[src/rtl/cpu_ctrl_pkg.sv]
// Shared definitions for the multicycle control unit: state encodings,
// opcodes, datapath mux codes and the DECODE dispatch helper.
package cpu_ctrl_pkg;

   typedef enum logic [3:0] {
      S_FETCH     = 4'd0,
      S_DECODE    = 4'd1,
      S_EXEC_R    = 4'd2,
      S_R_WB      = 4'd3,
      S_MEM_ADDR  = 4'd4,
      S_MEM_READ  = 4'd5,
      S_MEM_WB    = 4'd6,
      S_MEM_WRITE = 4'd7,
      S_BRANCH    = 4'd8,
      S_JUMP      = 4'd9,
      S_ADDI_EXEC = 4'd10,
      S_ADDI_WB   = 4'd11,
      S_TRAP      = 4'd12
   } state_t;

   localparam logic [5:0] OP_RTYPE = 6'b000000;
   localparam logic [5:0] OP_LW    = 6'b100011;
   localparam logic [5:0] OP_SW    = 6'b101011;
   localparam logic [5:0] OP_BEQ   = 6'b000100;
   localparam logic [5:0] OP_J     = 6'b000010;
   localparam logic [5:0] OP_ADDI  = 6'b001000;

   localparam logic [1:0] SRCB_B       = 2'b00;
   localparam logic [1:0] SRCB_FOUR    = 2'b01;
   localparam logic [1:0] SRCB_IMM     = 2'b10;
   localparam logic [1:0] SRCB_IMM_SH2 = 2'b11;

   localparam logic [1:0] PCSRC_ALU    = 2'b00;
   localparam logic [1:0] PCSRC_ALUOUT = 2'b01;
   localparam logic [1:0] PCSRC_JUMP   = 2'b10;

   localparam logic [1:0] ALUOP_ADD   = 2'b00;
   localparam logic [1:0] ALUOP_SUB   = 2'b01;
   localparam logic [1:0] ALUOP_FUNCT = 2'b10;

   // Successor of DECODE for a given opcode; unknown opcodes trap.
   function automatic state_t decode_next(input logic [5:0] op);
      state_t nxt;
      case (op)
         OP_RTYPE:     nxt = S_EXEC_R;
         OP_LW, OP_SW: nxt = S_MEM_ADDR;
         OP_BEQ:       nxt = S_BRANCH;
         OP_J:         nxt = S_JUMP;
         OP_ADDI:      nxt = S_ADDI_EXEC;
         default:      nxt = S_TRAP;
      endcase
      return nxt;
   endfunction

endpackage

[src/rtl/ctrl_wait_counter.sv]
// 3-bit wait counter for multi-cycle memory states; done when count reaches MEM_WAIT.
module ctrl_wait_counter #(
   parameter int MEM_WAIT = 1
) (
   input  logic clk,
   input  logic reset,
   input  logic clear,
   input  logic enable,
   output logic done
);

   localparam logic [2:0] WAIT_MAX = 3'(MEM_WAIT);

   logic [2:0] count_reg;

   // Count up to WAIT_MAX while enabled; clear wins so each state starts at 0.
   always_ff @(posedge clk or negedge reset) begin
      if (!reset) begin
         count_reg <= '0;
      end else if (clear) begin
         count_reg <= '0;
      end else if (enable && (count_reg < WAIT_MAX)) begin
         count_reg <= count_reg + 3'd1;
      end
   end

   assign done = (count_reg == WAIT_MAX);

endmodule

[src/rtl/control_unit_mc.sv]
// Multicycle control FSM: Moore decode of state plus wait counter into
// every datapath control line. Outputs are forced low while reset is held.
module control_unit_mc
   import cpu_ctrl_pkg::*;
#(
   parameter int MEM_WAIT = 1
) (
   input  logic       clk,
   input  logic       reset,
   input  logic [5:0] opcode,
   output logic       pc_write,
   output logic       pc_write_cond,
   output logic [1:0] pc_source,
   output logic       i_or_d,
   output logic       mem_write,
   output logic       ir_write,
   output logic       reg_dst,
   output logic       mem_to_reg,
   output logic       reg_write,
   output logic       alu_src_a,
   output logic [1:0] alu_src_b,
   output logic [1:0] alu_op,
   output logic       trap,
   output logic [3:0] state_out
);

   state_t     state_reg, state_next;
   logic [5:0] opcode_reg;
   logic       wait_done;
   logic       wait_clear;
   logic       wait_enable;

   // State register.
   always_ff @(posedge clk or negedge reset) begin
      if (!reset) state_reg <= S_FETCH;
      else        state_reg <= state_next;
   end

   // Opcode captured in DECODE so MEM_ADDR can pick load vs store later.
   always_ff @(posedge clk or negedge reset) begin
      if (!reset)                    opcode_reg <= '0;
      else if (state_reg == S_DECODE) opcode_reg <= opcode;
   end

   assign wait_clear  = (state_next != state_reg);
   assign wait_enable = (state_reg == S_FETCH) || (state_reg == S_MEM_READ);

   ctrl_wait_counter #(
      .MEM_WAIT (MEM_WAIT)
   ) u_wait (
      .clk    (clk),
      .reset  (reset),
      .clear  (wait_clear),
      .enable (wait_enable),
      .done   (wait_done)
   );

   assign state_out = state_reg;

   // Next-state and Moore output decode; everything defaults to 0.
   always_comb begin
      state_next    = state_reg;
      pc_write      = 1'b0;
      pc_write_cond = 1'b0;
      pc_source     = PCSRC_ALU;
      i_or_d        = 1'b0;
      mem_write     = 1'b0;
      ir_write      = 1'b0;
      reg_dst       = 1'b0;
      mem_to_reg    = 1'b0;
      reg_write     = 1'b0;
      alu_src_a     = 1'b0;
      alu_src_b     = SRCB_B;
      alu_op        = ALUOP_ADD;
      trap          = 1'b0;
      case (state_reg)
         S_FETCH: begin
            alu_src_b = SRCB_FOUR;
            if (wait_done) begin
               ir_write   = 1'b1;
               pc_write   = 1'b1;
               state_next = S_DECODE;
            end
         end
         S_DECODE: begin
            alu_src_b  = SRCB_IMM_SH2;
            state_next = decode_next(opcode);
         end
         S_EXEC_R: begin
            alu_src_a  = 1'b1;
            alu_op     = ALUOP_FUNCT;
            state_next = S_R_WB;
         end
         S_R_WB: begin
            reg_dst    = 1'b1;
            reg_write  = 1'b1;
            state_next = S_FETCH;
         end
         S_MEM_ADDR: begin
            alu_src_a  = 1'b1;
            alu_src_b  = SRCB_IMM;
            state_next = (opcode_reg == OP_LW) ? S_MEM_READ : S_MEM_WRITE;
         end
         S_MEM_READ: begin
            i_or_d = 1'b1;
            if (wait_done) state_next = S_MEM_WB;
         end
         S_MEM_WB: begin
            mem_to_reg = 1'b1;
            reg_write  = 1'b1;
            state_next = S_FETCH;
         end
         S_MEM_WRITE: begin
            i_or_d     = 1'b1;
            mem_write  = 1'b1;
            state_next = S_FETCH;
         end
         S_BRANCH: begin
            alu_src_a     = 1'b1;
            alu_op        = ALUOP_SUB;
            pc_write_cond = 1'b1;
            pc_source     = PCSRC_ALUOUT;
            state_next    = S_FETCH;
         end
         S_JUMP: begin
            pc_write   = 1'b1;
            pc_source  = PCSRC_JUMP;
            state_next = S_FETCH;
         end
         S_ADDI_EXEC: begin
            alu_src_a  = 1'b1;
            alu_src_b  = SRCB_IMM;
            state_next = S_ADDI_WB;
         end
         S_ADDI_WB: begin
            reg_write  = 1'b1;
            state_next = S_FETCH;
         end
         S_TRAP: begin
            trap = 1'b1;
         end
         default: begin
            state_next = S_TRAP;
         end
      endcase
      if (!reset) begin
         pc_write      = 1'b0;
         pc_write_cond = 1'b0;
         pc_source     = 2'b00;
         i_or_d        = 1'b0;
         mem_write     = 1'b0;
         ir_write      = 1'b0;
         reg_dst       = 1'b0;
         mem_to_reg    = 1'b0;
         reg_write     = 1'b0;
         alu_src_a     = 1'b0;
         alu_src_b     = 2'b00;
         alu_op        = 2'b00;
         trap          = 1'b0;
      end
   end

endmodule

[config.mk]
export PLATFORM = sky130hd
export DESIGN_NAME = control_unit_mc
export DESIGN_NICKNAME = d
export VERILOG_FILES = /design/src/rtl/cpu_ctrl_pkg.sv /design/src/rtl/ctrl_wait_counter.sv /design/src/rtl/control_unit_mc.sv
export SDC_FILE = /design/constraint.sdc
export NUM_CORES = 1
export LEC_CHECK = 0
export CAP_MARGIN = 20
export CORE_UTILIZATION = 42
export CTS_BUF_LIST = sky130_fd_sc_hd__clkbuf_8
export DETAILED_ROUTE_END_ITERATION = 7
export PLACE_DENSITY = 0.74
export SETUP_SLACK_MARGIN = 0.05
export SLEW_MARGIN = 20
export SYNTH_ARGS = -nofsm -noshare
export SYNTH_HDL_FRONTEND = slang
export SYNTH_SLANG_ARGS = --single-unit
[constraint.sdc]
create_clock -name clk -period 1.8 [get_ports clk]
set_input_delay 0.54 -clock clk [delete_from_list [all_inputs] [get_ports clk]]
set_output_delay 0.54 -clock clk [all_outputs]
set_load 0.01 [all_outputs]
# Word-level counts from Yosys, hierarchy flattened
# Index checks and enable logic that the tools add are counted.
[word_totals]
ff_bits = 13
out_inout_bits = 20
wordCells = 70
[op_classes]
add_sub_neg = 1
magnitude_cmp = 1
n_eq_ne = 20
muxes = 34
n_reduce_logical = 11
[ops]
columns = ["operator", "n"]
rows = [
  ["one-hot mux 4 bit (8 select lines)", 1],
  ["== test 4 bit (second input constant)", 5],
  ["2-to-1 mux 1 bit", 20],
  ["one-hot mux 4 bit (5 select lines)", 1],
  ["== test 6 bit (second input constant)", 3],
  ["== test 4 x 3 -> 1 bit (second input constant)", 4],
  ["== test 4 x 2 -> 1 bit (second input constant)", 2],
  ["2-to-1 mux 2 bit", 4],
  ["2-to-1 mux 4 bit", 2],
  ["one-hot mux 2 bit (2 select lines)", 2],
  ["== test 6 x 2 -> 1 bit (second input constant)", 1],
  ["== test 6 x 3 -> 1 bit (second input constant)", 1],
  ["== test 6 x 4 -> 1 bit (second input constant)", 1],
  ["zero test 6 bit", 1],
  ["2-to-1 mux 3 bit", 2],
  ["one-hot mux 2 bit (3 select lines)", 1],
  ["OR reduction 2 bit", 3],
  ["OR reduction 6 bit", 1],
  ["== test 4 x 1 -> 1 bit (second input constant)", 1],
  ["zero test 4 bit", 1],
  ["!= test 4 bit", 1],
  ["OR reduction 4 bit", 1],
  ["adder 3 x 1 -> 3 bit (second input constant)", 1],
  ["== test 3 x 1 -> 1 bit (second input constant)", 1],
  ["other kinds (6)", 6],
]

# Depth between registers and ports, before layout
# Gate-level depths: netlist of the first run.
[logic_depth]
word_depth = 6
depth_mapped = 6

# Modules after synthesis
# Synthesis of the first run repeated with hierarchy kept, for this count alone.
[unflattened]
cells_unflattened = 103
hier_area_um2 = 972.2
[by_module_without_submodules]
columns = ["module", "instances", "cells_per_inst", "area_each_um2", "seq_area_each_um2"]
rows = [
  ["control_unit_mc", 1, 88, 808.3, 250.2],
  ["ctrl_wait_counter", 1, 15, 163.9, 75.1],
]

# Worst setup path after synthesis of the first run
# OpenSTA, ideal clock, no wires.
[synth_timing]
kind = "reg2out"
startpoint = "register state_reg[2], in the netlist state_out[2]"
endpoint = "output port alu_op[0]"
arrival_time_ps = 1479
required_ps = 1260
slack_ps = -219
stages_incl_launch_ff = 5
path_buffers = 2
path_cell_list = "dfrtp_1 buf_2 nand2b_1 nor3_1 buf_4"
[synth_between]
elab_chain_cells = 3
elab_cells_between_ends = 4
[synth_rtl]
columns = ["element", "line_no", "text"]
rows = [
  ["from (decl)", "control_unit_mc.sv:27", "state_t state_reg, state_next;"],
  ["from (signal assigned)", "control_unit_mc.sv:36", "else state_reg <= state_next;"],
  ["== test 4 bit / == test 4 x 2 -> 1 bit (equally long branches)", "control_unit_mc.sv:76", "case (state_reg)"],
  ["one-hot mux 2 bit (2 select lines) *", "control_unit_mc.sv:76", ""],
  ["2-to-1 mux 2 bit *", "control_unit_mc.sv:146", "if (!reset) begin"],
  ["to (decl)", "control_unit_mc.sv:22", "output logic [1:0] alu_op,"],
]
# Every way passes the cells marked *; elsewhere a longest branch is shown, timed or not.

# Final worst setup path of the first run
[layout_timing]
startpoint = "register u_wait.count_reg[1]"
endpoint = "output port pc_write"
[layout_between]
elab_chain_cells = 4
[layout_rtl]
columns = ["element", "line_no", "text"]
rows = [
  ["from (decl)", "ctrl_wait_counter.sv:14", "logic [2:0] count_reg;"],
  ["from (signal assigned)", "ctrl_wait_counter.sv:23", "count_reg <= count_reg + 3'd1;"],
  ["== test 3 x 1 -> 1 bit", "ctrl_wait_counter.sv:27", "assign done = (count_reg == WAIT_MAX);"],
  ["2-to-1 mux 1 bit", "control_unit_mc.sv:79", "if (wait_done) begin"],
  ["one-hot mux 1 bit (2 select lines)", "control_unit_mc.sv:76", ""],
  ["2-to-1 mux 1 bit", "control_unit_mc.sv:146", ""],
  ["to (decl)", "control_unit_mc.sv:11", "output logic pc_write,"],
]
# Every way passes these cells.

==> out/metrics.cfg, run 1 <==
[run_status]
status = finished, violations left
violations = setup timing

[routing]
wl_per_cell_um = 18.1
firstDrtPassIters = 4
wl_mm = 3.59
via_count = 1092
drt_iter0_drc = 30
drcViolationCount = 0
ant_nets = 0
via_per_inst = 5.52

[cts]
tritoncts = built
cts-root-buf = clkbuf_8
cts_buffers = 3
clock_latency_ns = 0.24
cts.htree.levels = 1
cts_buffer_depth = 2
clock-sinks = 13
cts.clk_slew.worst_paths_ns = 0.06

[layout]
design_area_um2 = 1700
area_growth_pct = 94.0
drive_above_1_share_pct = 64.9
nNetsFinal = 182
antennaDiodeCount = 0
num-fill-cells = 98
largest_register_ffs = 6

[global_routing]
grt_start_max_net_pins = 12
grt_pass1_vias = 1013
globalRouteOverflowTotal = 0
grt_pass1_wl_mm = 4.61
grt_use_met1_pct = 32.2
grt_usage_pct = 29.7
antenna_found_initial = 0
use_met2_pct = 55.9
gr-max-usage-layer = met2
use_met3_pct = 6.04

[sta]
rsz0062_at_grt = yes
period_share_pct = 110
relSlewSlack_pct = 76.6
drv_slew = 0
worst_pin_slew_ns = 0.346
skew_ns = 0.00259
fin_ws_ns = -0.189
hold_viol_final = 0
setup_violations = 15
whs_ns = 0.475
min_period_ns = 1.99
fmax_ghz = 0.503

[synthesis]
ys_ff_latch = 13
ys.flop_type = dfrtp_1
synthAdderAreaFrac_pct = 4.14
yosys.cell_count.top_type = dfrtp_1
syn_area_um2 = 876
synth_top_area_share_pct = 37.1
synth.avg_cell_area_um2 = 8.94
muxShareOfSynthArea_pct = 8.86
ys_seq_area_share_pct = 37.1
syn_nets = 108
synth.top_cells.by_count = 13 x dfrtp_1, 11 x nor2_1, 8 x nor3_1
ys_types = 37
synth_area_leader_cell = dfrtp_1
synth-xor-area-share_pct = 2.00
syn_inst = 98
yosys.area_share.simple_pct = 31.6
synth_area_leaders = dfrtp_1 37%, mux2_2 7.7%, nor2_1 4.7%, nor3_1 4.6%, nand2b_1 4.3%
ys_warn_count = 0
synth-edff-count = 0
synth_compound_area_share_pct = 10.6
async_flop_share_pct = 100
synth_top_family_by_area = simple AND/OR/NAND/NOR gates

[pwr]
pwr-share-comb_pct = 71.6
p_clk_share_pct = 9.0
p_sw_share_pct = 40.4
p_leak_nw = 0.846
switchingPower_mw = 1.14
ir_drop_v = 0.00113
p_per_area_nw_per_um2 = 1660
p_int_mw = 1.68
p_seq_share_pct = 19.4

[placed_design]
gp_congestion = 0.758
hpwl_mm = 1.99
postPlaceCellArea_um2 = 1470
port_buffers = 27

[worst_hold_path]
hp-class = in2async

[critical_path]
crit_path_start_kind = register
ff2ff_path_depth = 7
required_ns = 1.26
cp-end-kind = output port
cp_max_fo = 4
cp.arrival_ns = 1.45
crit_type = reg2out

[floorplanning]
start_util_pct = 44.6
dieArea_um2 = 2270
rows = 16
die_w_um = 47.7
die_y_um = 47.7
ios = 28
core-area_um2 = 1960

[run]
maxCapViolations = 0

==> logic make-up after synthesis <==
| logic type | Yosys count |
|---|---|
| AO/OA/AOI/OAI | 14 |
| adder cells (fa/ha/maj) | 3 |
| buffers and inverters | 10 |
| XOR/XNOR | 2 |
| AND/OR/NAND/NOR | 49 |
| flip-flops | 13 |
| multiplexers | 7 |
==> cell usage in the layout (no fill, tap or decap), types with 5 or more instances in the layout <==
| cell | n |
|---|---|
| buf_2 | 15 |
| buf_6 | 8 |
| nand2b_4 | 6 |
| mux2_4 | 6 |
| nor2_1 | 8 |
| dfrtp_1 | 10 |
| dlygate4sd2_1 | 5 |
| buf_4 | 42 |
| nor3_2 | 5 |
==> path summary, 6_finish.rpt <==
kind,endpoint,start,slack [ns]
max in group asynchronous,state_out[0]$_DFF_PN0_,reset,1.11
min,state_out[3]$_DFF_PN0_,reset,0.47
max,pc_write,u_wait.count_reg[1]$_DFFE_PN0P_,-0.19
min in group clk,opcode_reg[5]$_DFFE_PN0P_,opcode_reg[5]$_DFFE_PN0P_,0.52
min reg2reg,opcode_reg[5]$_DFFE_PN0P_,opcode_reg[5]$_DFFE_PN0P_,0.52
max reg2reg,opcode_reg[3]$_DFFE_PN0P_,state_out[1]$_DFF_PN0_,0.09
==> critical path, stage by stage (launching register included) <==
cell and delay [ns]:
dfrtp_1 0.39, inv_2 0.08, ha_4 0.13, nand2b_4 0.08
nor2_4 0.09, mux2i_1 0.08, nor3_1 0.18, buf_2 0.17
==> power groups by stage <==
stage / combinational, mW / clock, mW / sequential (mW)
after detailed placement: 1.49 / 0 / 0.523
final: 2.02 / 0.254 / 0.548
after floorplan: 0.758 / 0 / 0.514
after global routing: 2.13 / 0.276 / 0.560
after global placement: 1.45 / 0 / 0.516
after CTS: 1.72 / 0.257 / 0.535
==> timing repair <==
action | CTS | global route
resized for setup | 107 | 22
setup endpoints to repair | 29 | 27
hold buffers | 0 | 0
buffers inserted | 7 | 3
pin swaps | 11 | 6
endpoints found under the hold margin | 0 | 0
==> metal layers <==
layer  part of all wire, %  vias up
met1                    42      513
met3                   4.7       15
li1                      -      501
met2                    50       63
met4                   3.1        0
met5                     0        -
==> layout make-up <==
class | instances | area [um2] | share of cell area [%]
clock buffers | 3 | 41.3 | 2.43
clock inverters | 1 | 3.75 | 0.221
inverters | 3 | 12.5 | 0.736
multi-input cells | 75 | 692 | 40.7
flip-flops and latches | 13 | 329 | 19.4
well taps | 27 | 33.8 | 1.99
repair buffers | 76 | 587 | 34.5
==> stage by stage <==
| step | power (mW) | utilization (%) | setup slack [ns] | instances | setup TNS, ns |
|---|---|---|---|---|---|
| 6_report | 2.82 | 86.6 | -0.189 | 198 | -2.11 |
| 5_1_grt | 2.97 | 86.6 | -0.230 | 198 | -2.76 |
| 4_1_cts | 2.52 | 81.9 | -0.162 | 195 | -1.39 |
| 3_5_place_dp | 2.01 | 74.7 | -0.759 | 184 | -11.88 |
| 3_3_place_gp | 1.96 | 74.7 | -0.721 | 184 | -11.31 |
| 2_1_floorplan | 1.27 | - | -0.0107 | 98 | -0.0107 |
Power figures use the tool's default switching activity.
==> run 2: changes to the inputs <==
- CORE_MARGIN: not set -> 3
==> run 2 against run 1 <==
Compared with the run above: the flow now stops in global routing (5_1_grt); area after synthesis unchanged; synthesized cell count unchanged.
==> out/metrics.cfg, run 2 <==
[cts]
hold_buffers = 0  ; unchanged
clock-sinks = 13  ; unchanged
cts-root-buf = clkbuf_8  ; unchanged
cts.htree.levels = 1  ; unchanged
cts_buffers = 3  ; unchanged
cts_buffer_depth = 2  ; unchanged

[placed_design]
port_buffers = 27  ; unchanged
hpwl_mm = 1.99  ; about the same
postPlaceCellArea_um2 = 1460  ; was 1470 um2
gp_congestion = 0.831  ; was 0.758

[synthesis]
syn_inst = 98  ; unchanged
syn_nets = 108  ; unchanged
synth_area_leaders = dfrtp_1 37%, mux2_2 7.7%, nor2_1 4.7%, nor3_1 4.6%, nand2b_1 4.3%  ; unchanged
ys_seq_area_share_pct = 37.1  ; unchanged
synth.top_cells.by_count = 13 x dfrtp_1, 11 x nor2_1, 8 x nor3_1  ; unchanged
ys_ff_latch = 13  ; unchanged
synth_area_leader_cell = dfrtp_1  ; unchanged
ys_types = 37  ; unchanged
async_flop_share_pct = 100  ; unchanged
synth_top_area_share_pct = 37.1  ; unchanged
synth-edff-count = 0  ; unchanged
synth.avg_cell_area_um2 = 8.94  ; unchanged
syn_area_um2 = 876  ; unchanged
ys_warn_count = 0  ; unchanged
ys.flop_type = dfrtp_1  ; unchanged
yosys.cell_count.top_type = dfrtp_1  ; unchanged

[floorplanning]
die_y_um = 51.7  ; was 47.7 um
rows = 15  ; was 16
die_w_um = 51.7  ; was 47.7 um
start_util_pct = 47.6  ; was 44.6%
ios = 28  ; unchanged

[run_status]
tool.error = [ERROR DPL-0038] Utilization greater than 100%, impossible to legalize
status = did not finish  ; was finished, violations left
stop_stage = global routing (5_1_grt)

[global_routing]
grt_start_max_net_pins = 13

[sta]
crit_endpoint = ir_write
worst-ep-kind = top-level output

[run 2: cell counts after synthesis]
No cell type changed its count.
[run 2: cell families after synthesis]
family          after synthesis  synth area share [%]
xor+xnor                      2                  2.00
fa+ha+maj                     3                  4.14
buf+inv                      10                  5.71
flops                        13                  37.1
simple gates                 49                  31.6
compound gates               14                  10.6
mux                           7                  8.86
[run 2: repair_timing]
action,in CTS
resized for setup,127
endpoints found under the setup margin,29
pin swaps,11
buffers inserted,16
[run 2: through the flow]
| stage | utilization, % | worst slack, ns | hold slack [ns] | TNS [ns] | std cells |
|---|---|---|---|---|---|
| after detailed placement | 79.1 | -0.739 | 0.498 | -11.70 | 181 |
| after global placement | 79.1 | -0.717 | 0.491 | -11.10 | 181 |
| after CTS | 93.7 | -0.188 | 0.505 | -1.15 | 201 |
| after floorplan | - | -0.0107 | 0.244 | -0.0107 | 98 |
==> run 3: changes to the inputs <==
- CORE_AREA: not set -> 3 3 64 66
- CORE_MARGIN: 3 -> not set
- CORE_UTILIZATION: 42 -> not set
- CTS_BUF_LIST: sky130_fd_sc_hd__clkbuf_8 -> not set
- DIE_AREA: not set -> 0 0 67 69
- PLACE_DENSITY: 0.74 -> not set
- PLACE_DENSITY_LB_ADDON: not set -> 0.15
- SETUP_SLACK_MARGIN: 0.05 -> not set
==> run 3 against run 2 <==
Compared with the run above: the flow now finishes, with violations (setup timing).
==> out/metrics.cfg, run 3 (same netlist as run 1, synthesis figures left out) <==
[run_status]
status = finished, violations left  ; was did not finish
violations = setup timing

[floorplanning]
die_w_um = 67  ; was 51.7 um
core-area_um2 = 3630
die_y_um = 69  ; was 51.7 um
start_util_pct = 24.1  ; was 47.6%
dieArea_um2 = 4620
rows = 22  ; was 15
ios = 28  ; unchanged

[placed_design]
gp_congestion = 0.749  ; was 0.831
port_buffers = 27  ; unchanged
postPlaceCellArea_um2 = 1450  ; was 1460 um2
dp_cells = 200  ; was 181
hpwl_mm = 2.14  ; was 1.99 mm

[layout]
largest_register_ffs = 6
layout_commonest_cell = buf_4
layout_common_cells = 40 x buf_4, 16 x buf_2, 9 x dfrtp_1, 9 x buf_6, 8 x nor2_1
design_area_um2 = 1740
fin_util_pct = 47.9
nNetsFinal = 182
drive_above_1_share_pct = 66.7
area_growth_pct = 98.6
fin_cells = 219
num-fill-cells = 387
antennaDiodeCount = 0

[routing]
ant_nets = 0
via_count = 1011
wl_per_cell_um = 13.6
firstDrtPassIters = 4
drt_iter0_drc = 38
wl_mm = 2.99
drcViolationCount = 0
via_per_inst = 4.62

[global_routing]
antenna_found_initial = 0
grt_pass1_wl_mm = 4.73
globalRouteOverflowTotal = 0
grt_usage_pct = 13.0
grt_pass1_vias = 996
grt_start_max_net_pins = 14

[pwr]
p_per_area_nw_per_um2 = 1570
ir_drop_v = 0.000741
p_leak_nw = 0.834

[sta]
drv_slew = 0
worst_pin_slew_ns = 0.423
min_period_ns = 2.00
rsz0062_at_grt = yes
period_share_pct = 111
relSlewSlack_pct = 71.7
fin_ws_ns = -0.202
setup_violations = 13
hold_viol_final = 0
setup_tns_ns = -1.43
fmax_ghz = 0.500
whs_ns = 0.439
skew_ns = 0.00106

[cts]
cts_buffers = 3  ; unchanged
clock_latency_ns = 0.24
cts.clk_slew.worst_paths_ns = 0.05
cts.htree.levels = 1  ; unchanged
tritoncts = built
hold_buffers = 0  ; unchanged
cts-root-buf = clkbuf_8  ; unchanged
clock-sinks = 13  ; unchanged
cts_buffer_depth = 2  ; unchanged

[critical_path]
required_ns = 1.26
cp.arrival_ns = 1.46
cp-end-kind = output port
cp_max_fo = 4
crit_type = reg2out
crit_path_start_kind = register

[run]
maxCapViolations = 0

[worst_hold_path]
hp-class = in2async

## run 3: per-layer routing
metal | GRT usage (%) | wire [um]
met1 | 16.4 | 1180
met2 | 22.4 | 1610
met3 | 1.47 | 162
met4 | 4.05 | 39
met5 | 0 | 0
## run 3: final cells by class
cell class / count / area (um2) / share of cell area, %
tap: 48 / 60.1 / 3.45
inverter: 3 / 13.8 / 0.791
timing repair buffer: 76 / 603 / 34.7
clock buffer: 3 / 41.3 / 2.37
sequential: 13 / 330 / 19.0
clock inverter: 1 / 5.00 / 0.288
multi-input combinational: 75 / 686 / 39.4
## run 3: stage by stage
step / total power, mW / setup slack (ns)
floorplan: 1.27 / -0.0107
global placement: 1.94 / -0.731
detailed placement: 1.96 / -0.753
CTS: 2.42 / -0.213
global route: 2.94 / -0.262
finish: 2.73 / -0.202
## run 3: final timing paths
kind / to / depth (start not counted) / slack, ns / from
max: alu_src_a / 5 / -0.20 / state_out[3]$_DFF_PN0_
min: state_out[0]$_DFF_PN0_ / 3 / 0.44 / reset
max reg2reg: opcode_reg[4]$_DFFE_PN0P_ / 5 / 0.09 / state_out[3]$_DFF_PN0_
min reg2reg: opcode_reg[5]$_DFFE_PN0P_ / 1 / 0.50 / opcode_reg[5]$_DFFE_PN0P_
max in group asynchronous: state_out[1]$_DFF_PN0_ / 3 / 1.18 / reset
min in group clk: opcode_reg[5]$_DFFE_PN0P_ / 1 / 0.50 / opcode_reg[5]$_DFFE_PN0P_
## run 3: critical path, cell delays in order (launching register included)
cell     delay, ns
dfrtp_2       0.43
or2_1         0.26
buf_6         0.13
xnor2_2       0.12
nor3b_2       0.13
buf_2         0.15
## run 3: power by group
group          internal, mW  switching [mW]  leakage, nW
clock network         0.153           0.103       0.0255
logic                  1.10           0.851        0.652
registers             0.421           0.108        0.156
## run 3: repair_timing
action | in CTS | in global routing
buffers inserted | 8 | 7
gates resized for setup | 96 | 30
pin swaps | 5 | 11
setup endpoints to repair | 21 | 25
